File: config.mk
export PLATFORM = sky130hd
export DESIGN_NAME = pending_index_encoder
export DESIGN_NICKNAME = d
export VERILOG_FILES = /design/src/rtl/pending_index_encoder_pkg.sv /design/src/rtl/pending_index_encoder_lsb_enc.sv /design/src/rtl/pending_index_encoder.sv
export SDC_FILE = /design/constraint.sdc
export NUM_CORES = 1
export LEC_CHECK = 0
export CORE_MARGIN = 5
export CORE_UTILIZATION = 48
export DETAILED_ROUTE_END_ITERATION = 6
export PLACE_DENSITY = 0.85
export SKIP_LAST_GASP = 1
export SLEW_MARGIN = 30
export SYNTH_ARGS = -nofsm -noshare
export SYNTH_HDL_FRONTEND = slang
export SYNTH_SLANG_ARGS = --single-unit
export TNS_END_PERCENT = 50
File: constraint.sdc
create_clock -name clock -period 3.6 [get_ports clock]
set_input_delay 0.9 -clock clock [delete_from_list [all_inputs] [get_ports clock]]
set_output_delay 0.9 -clock clock [all_outputs]
set_load 0.03 [all_outputs]
File: src/rtl/pending_index_encoder_pkg.sv
// Shared constants and FSM encoding for the pending index encoder.
// The width constants are also used by the regfile write-select decoder.
package pending_index_encoder_pkg;

    localparam int WIDTH = 32;
    localparam int IDX_W = 5;

    typedef enum logic {
        IDLE    = 1'b0,
        PRESENT = 1'b1
    } state_t;

endpackage

File: src/rtl/pending_index_encoder_lsb_enc.sv
// Purely combinational lowest-set-bit priority encoder.
// A zero input gives index 0 with any_set low.
module lsb_priority_encoder_32
    import pending_index_encoder_pkg::*;
(
    input  logic [WIDTH-1:0] vec,
    output logic [IDX_W-1:0] idx,
    output logic             any_set
);

    // Scan from the top down so the lowest set bit is the last to write idx.
    always_comb begin
        idx     = '0;
        any_set = |vec;
        for (int i = WIDTH - 1; i >= 0; i--) begin
            if (vec[i]) begin
                idx = IDX_W'(i);
            end
        end
    end

endmodule

File: src/rtl/pending_index_encoder.sv
// Collects multi-hot register-select masks into a sticky pending set and
// drains it as a stream of indices, lowest index first on every scan.
//
// Handshake: out_valid/out_idx are held stable until the cycle in which
// out_valid & out_ready are both high; that cycle transfers exactly one
// index. out_valid never depends combinationally on out_ready.
module pending_index_encoder
    import pending_index_encoder_pkg::*;
(
    input  logic             clock,
    input  logic             ctrl_reset,
    input  logic             req_valid,
    input  logic [WIDTH-1:0] req_mask,
    input  logic             flush,
    output logic             out_valid,
    output logic [IDX_W-1:0] out_idx,
    input  logic             out_ready,
    output logic [WIDTH-1:0] pending,
    output logic             empty,
    output state_t           fsm_state
);

    state_t           state_q, state_d;
    logic [WIDTH-1:0] pending_q, pending_d;
    logic [IDX_W-1:0] out_idx_q, out_idx_d;
    logic [IDX_W-1:0] enc_idx;
    logic             enc_any;
    logic             load;
    logic             handshake;
    logic [WIDTH-1:0] load_bit;
    logic [WIDTH-1:0] set_bits;

    // Selection looks only at the registered pending set, so a new request
    // can never reach out_idx in the cycle it arrives.
    lsb_priority_encoder_32 u_enc (
        .vec     (pending_q),
        .idx     (enc_idx),
        .any_set (enc_any)
    );

    assign handshake = (state_q == PRESENT) && out_ready;

    // Next-state logic: decide whether to load a new index this edge.
    always_comb begin
        state_d = state_q;
        load    = 1'b0;
        case (state_q)
            IDLE: begin
                if (enc_any) begin
                    load    = 1'b1;
                    state_d = PRESENT;
                end
            end
            PRESENT: begin
                if (handshake) begin
                    if (enc_any) begin
                        load = 1'b1;
                    end else begin
                        state_d = IDLE;
                    end
                end
            end
            default: state_d = IDLE;
        endcase
    end

    // Clear/set merge: a bit re-requested while being loaded stays pending.
    always_comb begin
        load_bit  = load ? (WIDTH'(1) << enc_idx) : '0;
        set_bits  = req_valid ? req_mask : '0;
        pending_d = (pending_q & ~load_bit) | set_bits;
        out_idx_d = load ? enc_idx : out_idx_q;
    end

    // State registers; reset and flush both clear everything and drop requests.
    always_ff @(posedge clock) begin
        if (ctrl_reset || flush) begin
            state_q   <= IDLE;
            pending_q <= '0;
            out_idx_q <= '0;
        end else begin
            state_q   <= state_d;
            pending_q <= pending_d;
            out_idx_q <= out_idx_d;
        end
    end

    assign out_valid = (state_q == PRESENT);
    assign out_idx   = out_idx_q;
    assign pending   = pending_q;
    assign empty     = (pending_q == '0) && !out_valid;
    assign fsm_state = state_q;

endmodule

==> run metrics <==
outcome complete, no violations; most common cell after layout, fill and taps aside clkdlybuf4s50_1; initial DRC count 216; Pwr per Cell Area 395.9 nW/µm²; Post-synth ARST share 0%; Final Setup Violations 0; Reg area 760.7 µm²; routed len/inst 17.63 µm; Fin. Hold Viols 0; pin count of the biggest net entering global routing 35; # DRC 0; Die Y 76.24 µm; Area Overhead vs Synth 39.57%; Max stage delay on crit path 680 ps; starting density of the core 49.04%; synthesized cell area 2106 µm²; ANT cells 0; Main synth FF type dfxtp_1; CTS hold repair buffers 0; Crit path required time 2700 ps; worst hold path class flop to flop; critical path class flop to output port; CTS H-tree lvls 2; Area contributors post-synth dfxtp_1, a21oi_1, nor2_1; # nets final 356; post-synth net total 287; Critical Path AT 2600 ps; count of different cell masters after synthesis 52; Slew Limit Headroom 49.58%; most frequent cells in the layout clkdlybuf4s50_1, a21oi_1, dfxtp_1; clock-pin slew on the worst setup and hold paths 80 ps; post-CTS setup buffer count 0; CTS Sinks 38; share of cells above drive strength 1 7.813%; Max VDD drop 247.3 µV; core area 4294 µm²; Max Clock Skew 6.202 ps; RSZ-0062 raised after global routing false; Clock Latency Late Sink 290 ps; drt pass-1 iters 5; Yosys top cell by area dfxtp_1; DP Worst Slack 311.0 ps; Root Driver clkbuf_8; site row count 24; FILL cells 370; GRT Residual Overflow 0; worst slew pin tran 754.4 ps; EDFF count, synth 0; initial antenna violation count 0; Leak Pwr 1.049 nW; critical path's slowest cell clkdlybuf4s50_1; TritonCTS clock tree done; Worst setup EP type output port; drt via density 6.226; Final min period 3496 ps; DRT antenna net count 0; synth warn 0; multi-input logic area 1220 µm²; Max Slew Vio Count 0; Die W 76.24 µm; Cells after Synth 250; gpl congestion 0.8953; top-area cell type share of the netlist area 36.13%; syn avg cell area 8.423 µm²; Vias 2316; CP Cell Sequence or4_4 > nor4b_4 > nand4_1 > nor2_1 > clkdlybuf4s50_1; Routed WL 6557 µm; GRT Total Usage 22.13%; vias in the first global route 2180; # IOs 77; sequential-to-total area share from yosys stat 36.13%; Num CTS Buffers 5; Peak Freq 286.0 MHz; post-DP HPWL 4870 µm; critical path startpoint category flop; first-pass GRT wire length 10650 µm; Setup TNS 0 ps; CTS max path bufs 2; PortBufs 76; max-cap violation count 0; final setup margin 104.0 ps; full die area 5812 µm²; Synth Register Bits 38; fin crit share 97.11%; Max FO, Critical Path 5
through the flow:
| stage | utilization, % | instances | total power, W | cell area, µm² | hold slack, ps |
|---|---|---|---|---|---|
| finish | 68.44 | 372 | 0.001164 | 2939 | 459.0 |
| CTS | 68.44 | 372 | 0.001166 | 2939 | 461.6 |
| global route | 68.44 | 372 | 0.001217 | 2939 | 476.0 |
| floorplan | - | 250 | 0.0007246 | 2106 | 581.1 |
| detailed placement | 66.03 | 364 | 0.0008561 | 2835 | 450.9 |
| global placement | 65.79 | 364 | 0.0008434 | 2825 | 452.1 |
Yosys cell counts (all sizes together) (5+ instances only):
cell,instances
a311oi,9
buf,6
a22oi,6
o311ai,6
nor4,7
nor3,7
dfxtp,38
clkbuf,11
nand4,6
nand2,21
o21ai,9
nor2,23
a31oi,5
a21oi,42
and2,5
state kept, by name, summed over array words and instances, names as in the netlist:
name       count
fsm_state      1
out_idx        5
pending       32
routing by layer:
| metal | vias up | global-route usage (%) | wire (µm) | share of wire, % |
|---|---|---|---|---|
| met5 | - | 0 | 0 | 0 |
| met4 | 0 | 10.31 | 157 | 2.4 |
| met3 | 16 | 6.383 | 680 | 10 |
| met2 | 130 | 34.85 | 3058 | 47 |
| met1 | 1056 | 27.69 | 2661 | 41 |
| li1 | 1114 | - | - | - |
logic make-up (layout without fill, tap and decap cells):
| kind of cell | after synthesis | in the layout | share of synthesized area, % |
|---|---|---|---|
| compound gates | 102 | 102 | 33.04 |
| buf+inv | 21 | 91 | 6.833 |
| flops | 38 | 38 | 36.13 |
| mux | 1 | 1 | 0.4754 |
| simple gates | 88 | 88 | 23.53 |
what timing repair did:
item                       in CTS  in global routing
resized for setup               1                  0
setup endpoints to repair       1                  0
hold endpoints to repair        0                  0
path summary, 6_finish.rpt:
check,slack (ps),cells past startpoint,from,end
worst max-delay path,100,5,pending[28],empty
worst min-delay path,460,2,out_idx[1],out_idx[1]
worst max register to register,1300,6,pending[16],pending[7]
worst min register to register,460,2,out_idx[1],out_idx[1]
power by group:
part	internal [W]	switching, W	total, W
registers	0.000439	0.0000261	0.000466
logic	0.000161	0.000226	0.000387
clock network	0.000154	0.000157	0.000311
total	0.000755	0.000409	0.00116
critical path: cells and delay by family, from the launching register on:
kind,cells,cell delay (ps)
simple gates,4,1280
flops,1,350
buf+inv,1,680
layout make-up:
class | instances | area share (%)
flip-flops and latches | 38 | 25.88
repair buffers | 79 | 26.65
well taps | 52 | 2.214
inverters | 4 | 0.5109
clock buffers | 6 | 2.810
multi-input cells | 191 | 41.51
clock inverters | 2 | 0.4257
Note: power is estimated with default switching activity, not from simulation.
